## src/rtl/bcd_to_binary_seq.sv

```systemverilog
// bcd_to_binary_seq: converts a packed BCD word to binary one digit per clock, MSD first,
// and flags any nibble above 9.
module bcd_to_binary_seq #(
    parameter int DIGITS = 3,
    parameter int BIN_W  = 10
) (
    input  logic                  Clock,
    input  logic                  Reset,
    input  logic                  Start,
    input  logic [4*DIGITS-1:0]   BCD,
    output logic                  Busy,
    output logic                  Done,
    output logic [BIN_W-1:0]      Binary,
    output logic                  Error
);
    localparam int CNT_W = DIGITS > 1 ? $clog2(DIGITS) : 1;
    typedef enum logic [1:0] {IDLE, CONV, DONE} state_t;
    state_t              state, state_n;
    logic [4*DIGITS-1:0] sh, sh_n;
    logic [BIN_W-1:0]    acc, acc_n, bin_n;
    logic [CNT_W-1:0]    cnt, cnt_n;
    logic                err, err_n, done_n, error_n;
    logic [3:0]          digit;
    logic [BIN_W+3:0]    prod;
    assign digit = sh[4*DIGITS-1 -: 4];
    assign prod  = ({4'b0, acc} << 3) + ({4'b0, acc} << 1) + {{BIN_W{1'b0}}, digit};
    assign Busy  = state != IDLE;
    always_ff @(posedge Clock or posedge Reset) begin
        if (Reset) begin
            state  <= IDLE;
            sh     <= '0;
            acc    <= '0;
            cnt    <= '0;
            err    <= 1'b0;
            Done   <= 1'b0;
            Binary <= '0;
            Error  <= 1'b0;
        end else begin
            state  <= state_n;
            sh     <= sh_n;
            acc    <= acc_n;
            cnt    <= cnt_n;
            err    <= err_n;
            Done   <= done_n;
            Binary <= bin_n;
            Error  <= error_n;
        end
    end
    always_comb begin
        state_n = state;
        sh_n    = sh;
        acc_n   = acc;
        cnt_n   = cnt;
        err_n   = err;
        done_n  = 1'b0;
        bin_n   = Binary;
        error_n = Error;
        case (state)
            IDLE: if (Start) begin
                sh_n    = BCD;
                acc_n   = '0;
                cnt_n   = '0;
                err_n   = 1'b0;
                state_n = CONV;
            end
            CONV: begin
                acc_n = prod[BIN_W-1:0];
                err_n = err | (digit > 4'd9);
                sh_n  = sh << 4;
                cnt_n = cnt + 1'b1;
                // Last digit: publish result on this same edge so Done lines up with DONE.
                if (cnt == CNT_W'(DIGITS - 1)) begin
                    state_n = DONE;
                    done_n  = 1'b1;
                    bin_n   = err_n ? '0 : acc_n;
                    error_n = err_n;
                end
            end
            default: state_n = IDLE;
        endcase
    end
endmodule

```

## config.mk

```make
export PLATFORM = sky130hd
export DESIGN_NAME = bcd_to_binary_seq
export DESIGN_NICKNAME = d
export VERILOG_FILES = /design/src/rtl/bcd_to_binary_seq.sv
export SDC_FILE = /design/constraint.sdc
export NUM_CORES = 1
export LEC_CHECK = 0
export ABC_AREA = 0
export CORE_MARGIN = 4
export CORE_UTILIZATION = 40
export DETAILED_ROUTE_END_ITERATION = 10
export HOLD_SLACK_MARGIN = 0.06
export SETUP_SLACK_MARGIN = 0.1
export SLEW_MARGIN = 10
export SYNTH_ARGS = -nofsm -noshare
export SYNTH_HDL_FRONTEND = slang
export SYNTH_SLANG_ARGS = --single-unit
```

## constraint.sdc

```tcl
create_clock -name Clock -period 2.3 [get_ports Clock]
set_input_delay 0.575 -clock Clock [delete_from_list [all_inputs] [get_ports Clock]]
set_output_delay 0.575 -clock Clock [all_outputs]
set_load 0.01 [all_outputs]
```

## Word level (Yosys, flattened, before mapping)

Cells that the tools add are included.

| storage, ports and cells | value |
|---|---|
| register bits | 38 |
| input port bits | 15 |
| output and inout bits | 13 |
| logic and storage cells | 37 |

| operators by class | value |
|---|---|
| $add $sub $neg | 3 |
| order comparisons | 1 |
| equality and inequality tests | 4 |
| mux-type cells | 14 |
| bitwise logic cells | 1 |
| reductions and logical operators | 6 |

Operators with widths:

| operator | number |
|---|---|
| 12-bit one-hot mux with 2 select lines | 1 |
| 9-bit one-hot mux with 2 select lines | 1 |
| 12-bit 2-to-1 mux | 1 |
| 10-bit adder | 1 |
| 10-bit by 4-bit adder with 10-bit output | 1 |
| 10-bit 2-to-1 mux | 1 |
| 9-bit 2-to-1 mux | 1 |
| 2-bit one-hot mux with 2 select lines | 2 |
| 2-bit 2-to-1 mux | 3 |
| 2-bit AND reduction | 3 |
| 4-bit greater-than comparator, second input constant | 1 |
| 2-bit != test, second input constant | 2 |
| 2-bit nonzero test | 2 |
| 1-bit 2-to-1 mux | 3 |
| 2-bit by 1-bit adder with 2-bit output, second input constant | 1 |
| 2-bit by 1-bit == test with 1-bit output, second input constant | 1 |
| 2-bit == test, second input constant | 1 |
| 2-bit zero test | 1 |
| 1-bit one-hot mux with 2 select lines | 1 |
| 1-bit bitwise OR | 1 |

## Depth between registers and ports, before layout

Gate-level depths: netlist (run 1).

| depth | value |
|---|---|
| depth in word-level cells | 3 |
| gate-level depth with buffers | 8 |
| depth with buffers taken out | 8 |

## Worst setup path before layout (run 1)

No wires, ideal clock.

| timing | value |
|---|---|
| path type | reg-to-reg |
| start point | register sh[11] |
| end point | register acc[7] |
| library setup time | 0.122 ns |
| arrival | 2.047 ns |
| required time | 2.178 ns |
| setup slack | 0.132 ns |
| cell stages (with the launch flop) | 9 |
| buffers on the path | 0 |
| clock period less this slack | 2.168 ns |
| cells stage by stage | dfrtp_1 > inv_1 > fa_1 > inv_1 > ha_1 > nand3_1 > a21oi_1 > or3_1 > a32o_1 |

| on the way | value |
|---|---|
| cells in the longest elaborated chain, start to end | 2 |

RTL lines:

| item | RTL line | text |
|---|---|---|
| start: declaration | 19 | `logic [4*DIGITS-1:0] sh, sh_n;` |
| start signal: assignment | 40 | `sh <= sh_n;` |
| 10-bit by 4-bit adder with 10-bit output | 26 | `assign prod = ({4'b0, acc} << 3) + ({4'b0, acc} << 1) + {{BIN_W{1'b0}}, digit};` |
| 9-bit one-hot mux with 2 select lines | 58 | `case (state)` |
| end signal: assignment | 41 | `acc <= acc_n;` |
| end: declaration | 20 | `logic [BIN_W-1:0] acc, acc_n, bin_n;` |

Every way passes these cells.
A chain may end at the register's enable or synchronous reset.

## Worst setup path in the final report (run 1)

| timing | value |
|---|---|
| start point | register sh[11] |
| end point | register Binary[7] |

| on the way | value |
|---|---|
| cells in the longest elaborated chain, start to end | 3 |
| elaborated cells on any way between the ends | 4 |
| those cells by class | add/sub (1); order compare (1); mux (1); bitwise (1) |

RTL lines:

| item | RTL line | text |
|---|---|---|
| parallel branches: the longest is 2 deep, another holds 10-bit by 4-bit adder with 10-bit output | n/a |  |
| 10-bit 2-to-1 mux * | 75 | `bin_n = err_n ? '0 : acc_n;` |
| end signal: assignment | 45 | `Binary <= bin_n;` |
| end: declaration | 13 | `output logic [BIN_W-1:0] Binary,` |

Every way passes the cells marked *.

==> results_dict.tcl, run 1 <==
set metrics [dict create \
    outcome "complete, no violations" \
    root_buffer "clkbuf_8" \
    clock_sinks 38 \
    power.leakage_nw 1.20 \
    max_freq_ghz 0.469 \
    dieArea_um2 6030 \
    numCtsBuffers 5 \
    grt_pass1_vias 1630 \
    coreArea_um2 4720 \
    final-max-slew-violation-count 0 \
    port_buffers 27 \
    drcViolationCount 0 \
    clk_pin_slew_worst_paths_ps 70 \
    worstReg2RegEnd "Binary[7]" \
    globalRouteOverflowTotal 0 \
    drv_cap 0 \
    netlist_area_um2 1940 \
    reg2reg_depth 8 \
    die_w_um 77.7 \
    routed_wl_um 4270 \
    syn2layout_area_growth_pct 31.6 \
    arrival_ps 2310 \
    finish.net_count 263 \
    hp-class "register to register" \
    crit_type "register to register" \
    htreeDepth 2 \
    num_antenna_cells 0 \
    antenna_found_initial 0 \
    final_cells 298 \
    seq_area_frac_synth_pct 49.0 \
    start_kind "register" \
    synth_top_area_cell "dfrtp_1" \
    ant_nets 0 \
    layout-drive-gt1-share_pct 17.7 \
    ff2ff_setup_slack_ps 170 \
    max-vdd-ir-drop_uv 625 \
    syn_inst 188 \
    min_period_ps 2130 \
    ys_seq_elements 38 \
    setup_viol 0 \
    endpoint "Binary[7]" \
    tightest_slew_ps 475 \
    r2r-start "sh[11]" \
    yosys.area.top_type_share_pct 49.0 \
    grt_max_degree 39 \
    clock_latency_ps 290 \
    synth_area_leaders "dfrtp_1 (49%), ha_1 (9.7%), a22o_1 (6.3%), nand2_1 (4.6%), o21ai_0 (4.1%)" \
    dp_hpwl_um 3140 \
    worst_hold_slack_ps 487 \
    dr.pass1.iters 4 \
    wire_per_inst_um 14.3 \
    fill_cells 435 \
    crit_required_ps 2480 \
    post-route-period-util_pct 92.7 \
    grtUsageTotal_pct 15.6 \
    power.density_nw_per_um2 1400 \
    total_power_mw 3.57 \
    yosysWarnings 0 \
    initial_core_util_pct 41.1 \
    grt_pass1_wl_um 7380 \
    path_max_fanout 2 \
    vias 1543 \
    placed_cells 285 \
    tns_ps 0 \
    worstSetupStartpoint "sh[11]" \
    drt_iter0_drc 78 \
    slew_headroom_pct 68.4 \
    syn-num-nets 220 \
    placementRows 25 \
    cp-end-kind "register" \
    clk_path_buf_depth 2 \
    io_pins 28 \
    rsz0062_at_grt "true" \
    final_util_pct 54.1 \
    globalplace.congestion 0.821 \
    hold_viol 0 \
    skew_ps 7.33 \
    cts_tree "built" \
    syn_avg_cell_area_um2 10.3 \
    synth_cell_types 33 \
    vias_per_cell 5.18 \
    die_h_um 77.7 \
]
-- metrics by stage --
stage	area [um2]	setup WS, ps
final	2560	168
after floorplan	1940	132
after global routing	2560	62.3
after detailed placement	2340	20.2
after CTS	2460	84.0
after global placement	2340	71.6
-- critical path: stages (launching register included) --
cell and delay (ps):
dfrtp_1 370, inv_2 50, fa_2 590, inv_2 50, ha_4 150, a21oi_4 130, a21oi_2 70, or3_4 370
a32o_1 250
-- how the worst min path moves through the flow --
stage                       end  slack [ps]  depth (start not counted)  start
after floorplan           sh[4]         450                          2  sh[4]
after global placement    sh[6]         460                          2  sh[6]
after detailed placement  sh[6]         470                          2  sh[6]
after CTS                 sh[6]         490                          2  sh[6]
after global routing      sh[0]         520                          1  sh[0]
final                     sh[6]         490                          2  sh[6]
-- synthesized netlist by cell type --
cell / number
o21a_1: 5
o211ai_1: 2
buf_2: 1
a22o_1: 14
nor2b_1: 1
nor2_1: 5
a21oi_2: 1
fa_1: 2
inv_1: 15
clkbuf_1: 5
and3_1: 8
ha_1: 15
a211o_1: 1
xor2_1: 3
dfrtp_1: 38
a31oi_1: 1
nand2_1: 24
nand3b_1: 1
o21ai_1: 3
xnor2_1: 1
a21o_1: 2
a21oi_1: 11
o2111ai_1: 2
or3_1: 1
nand3_1: 1
a32o_1: 2
o21ai_0: 16
a22oi_1: 1
o31a_1: 1
or3_4: 1
or2_2: 2
o31ai_2: 1
nor3_2: 1
-- registers in the layout, summed over array words and instances, names as in the netlist --
| name | flops |
|---|---|
| sh | 12 |
| Binary | 10 |
| acc | 9 |
| cnt | 2 |
| state | 2 |
| Done | 1 |
| Error | 1 |
| err | 1 |
-- kinds of logic (layout without fill, tap and decap cells) --
kind of cell,count (synthesis),in the layout,synth area share [%]
fa+ha+maj,17,17,11.7
buf+inv,21,64,4.12
flops,38,38,49.0
xor+xnor,4,4,1.80
simple gates,45,45,11.2
compound gates,63,63,22.2
-- area by class of cell --
type | instances | area (um2) | area share [%]
flip-flops and latches | 38 | 951 | 37.2
clock buffers | 5 | 68.8 | 2.69
multi-input cells | 129 | 1000 | 39.3
repair buffers | 42 | 383 | 15.0
inverters | 15 | 56.3 | 2.20
well taps | 67 | 83.8 | 3.28
clock inverters | 2 | 10.0 | 0.392
-- timing repair --
item,in CTS,in global routing
buffers inserted,4,2
resized for setup,2,16
pin swaps,3,11
setup endpoints to repair,6,7
hold buffers,0,0
-- cells in the final DEF, fill, tap and decap left out --
cell	count
dfrtp_1	38
clkdlybuf4s50_1	27
nand2_1	24
o21ai_0	16
buf_4	15
a22o_1	14
inv_1	13
ha_1	11
a21oi_1	10
and3_1	8
nor2_1	5
o21a_1	5
clkbuf_8	5
ha_4	4
xor2_1	3
o21ai_1	3
a21o_1	2
or3_4	2
a32o_1	2
or2_2	2
o211ai_1	2
inv_2	2
fa_2	2
clkinv_2	2
nand3_4	1
a21oi_4	1
nor2b_2	1
o31a_1	1
a21oi_2	1
o2111ai_1	1
a22oi_1	1
nand3b_1	1
a211o_1	1
a31oi_1	1
xnor2_1	1
o31ai_2	1
nor3_2	1
o2111ai_2	1
-- metal layers --
layer	vias to the layer above	track usage, %	wire [um]
met5	-	0	0
met4	0	9.07	160
met3	13	3.71	162
met2	34	26.7	2150
met1	743	17.6	1790
li1	753	-	-
-- report_power, final --
part	internal (mW)	total, mW	switching, mW	leakage (nW)
registers	0.943	1.12	0.177	0.492
clock network	0.203	0.430	0.227	0.0438
logic	1.00	2.02	1.02	0.663
total	2.15	3.57	1.42	1.20
(Power assumes the default switching activity.)
==> run 2, diff against run 1 <==
- CAP_MARGIN: unset -> 20
- CORE_UTILIZATION: 40 -> 54
- PLACE_DENSITY: unset -> 0.79
==> run 2 against run 1 <==
Utilization rose by 20 points. Die area fell by 23%. Global-route usage rose by 6.9 points. Non-clock buffer count did not move. Via count rose by 1.9%. Clock power barely moved. Clock-buffer cell count rose by 3. Maximum frequency fell by 1.9%. Total power fell by 0.25%. Critical path type unchanged.
==> results_dict.tcl, run 2 (synthesis results as in run 1) <==
set metrics [dict create \
    globalplace.congestion 0.821 \
    syn2layout_area_growth_pct 29.9 \
    hp-class "register to register" \
    antenna_found_initial 0 \
    final-max-slew-violation-count 0 \
    coreArea_um2 3420 \
    finish.net_count 263 \
    placed_cells 263 \
    tightest_slew_ps 666 \
    clock_latency_ps 350 \
    skew_ps 9.14 \
    cp-end-kind "register" \
    largest_reg_flops 12 \
    grtUsageTotal_pct 22.5 \
    outcome "complete, no violations" \
    num_antenna_cells 0 \
    clock_sinks 38 \
    crit_type "register to register" \
    routed_wl_um 4500 \
    drt_iter0_drc 95 \
    cts_hold_buffers 0 \
    seqPwrFrac_pct 31.8 \
    start_kind "register" \
    htreeDepth 2 \
    dp_hpwl_um 3220 \
    dr.pass1.iters 4 \
    power.leakage_nw 1.20 \
    holdPathStages 1 \
    die_h_um 68.0 \
    arrival_ps 2410 \
    layout-drive-gt1-share_pct 18.5 \
    wire_per_inst_um 16.2 \
    placementRows 21 \
    die_w_um 68.0 \
    slowest_delay_ps 600 \
    crit_required_ps 2540 \
    p_int_mw 2.13 \
    reg2reg_depth 8 \
    cp.depth 8 \
    clk_path_buf_depth 2 \
    post-route-period-util_pct 94.5 \
    initial_core_util_pct 56.8 \
    grt_max_degree 39 \
    path_max_fanout 2 \
    regMostFlops "sh" \
    numCtsBuffers 5 \
    grt_pass1_vias 1657 \
    min_period_ps 2170 \
    max_freq_ghz 0.460 \
    critical_path_buf_inv_count 2 \
    total_power_mw 3.57 \
    crit_chain "inv_1 > fa_2 > inv_2 > ha_4 > a21oi_4 > a21oi_2 > or3_4 > a32o_1" \
    cp_top_family "adder cells" \
    port_buffers 27 \
    power.density_nw_per_um2 1410 \
    globalRouteOverflowTotal 0 \
    vias_per_cell 5.65 \
    setup_viol 0 \
    clk_pin_slew_worst_paths_ps 110 \
    vias 1572 \
    slowest_stage "fa_2" \
    dieArea_um2 4620 \
    tns_ps 0 \
    mostFrequentLayoutCell "dfrtp_1" \
    ant_nets 0 \
    hold_viol 0 \
    max-vdd-ir-drop_uv 632 \
    slew_headroom_pct 55.4 \
    final_cells 278 \
    netSwitchingFraction_pct 40.2 \
    drcViolationCount 0 \
    rsz0062_at_grt "true" \
    io_pins 28 \
    combPwrFrac_pct 56.1 \
    p_clk_share_pct 12.0 \
    cts_tree "built" \
    root_buffer "clkbuf_4" \
    final_cell_mix "dfrtp_1 (38), clkdlybuf4s50_1 (27), nand2_1 (24)" \
    reg_top3 "sh: 12 flops, Binary: 10 flops, acc: 9 flops" \
    drv_cap 0 \
    grt_pass1_wl_um 7630 \
    p_sw_mw 1.43 \
]
run 2: stage by stage:
stage	worst slack [ps]	util, %	hold slack, ps	area (um2)
after CTS	67.8	71.2	504	2430
final	127	73.8	500	2520
after floorplan	132	-	450	1940
after global placement	80.9	67.5	462	2310
after detailed placement	31.8	67.5	479	2310
after global routing	62.5	73.8	536	2520
run 2: worst paths after layout:
path	startpoint	to	slack (ps)
worst max-delay path	sh[11]	acc[7]	130
worst min-delay path	Error	Error	500
worst max register to register	sh[11]	acc[7]	130
worst min register to register	Error	Error	500
max in group asynchronous	Reset	sh[3]	1350
min in group asynchronous	Reset	sh[9]	620
run 2: final cells by class:
class | instances | area [um2]
clock buffers | 8 | 78.8
fillers | 252 | 893
inverters | 15 | 56.3
multi-input cells | 129 | 996
flip-flops and latches | 38 | 951
well taps | 46 | 57.6
repair buffers | 42 | 383
run 2: power by group through the flow:
stage | Combinational [mW] | Clock (mW) | Sequential [mW]
6_report | 2.00 | 0.429 | 1.14
5_1_grt | 2.23 | 0.466 | 1.17
4_1_cts | 1.82 | 0.435 | 1.13
3_5_place_dp | 1.71 | 0 | 1.14
3_3_place_gp | 1.65 | 0 | 1.13
2_1_floorplan | 1.12 | 0 | 1.13
run 2: worst register-to-register path, cell delays in order (launching register included):
cell and delay [ps]:
dfrtp_1 360, inv_1 60, fa_2 600, inv_2 50
ha_4 150, a21oi_4 140, a21oi_2 80, or3_4 370
a32o_1 250
run 2: per-layer routing:
metal	GRT usage (%)	wire length (um)	vias up
met2	40.0	2380	44
met5	0	0	-
li1	-	-	753
met3	4.60	194	6
met1	26.8	1870	769
met4	7.94	56	0
run 2: what timing repair did:
action	4_1_cts	5_1_grt
pin swaps	8	8
resized for setup	5	11
setup endpoints to repair	6	8
setup buffers	3	4
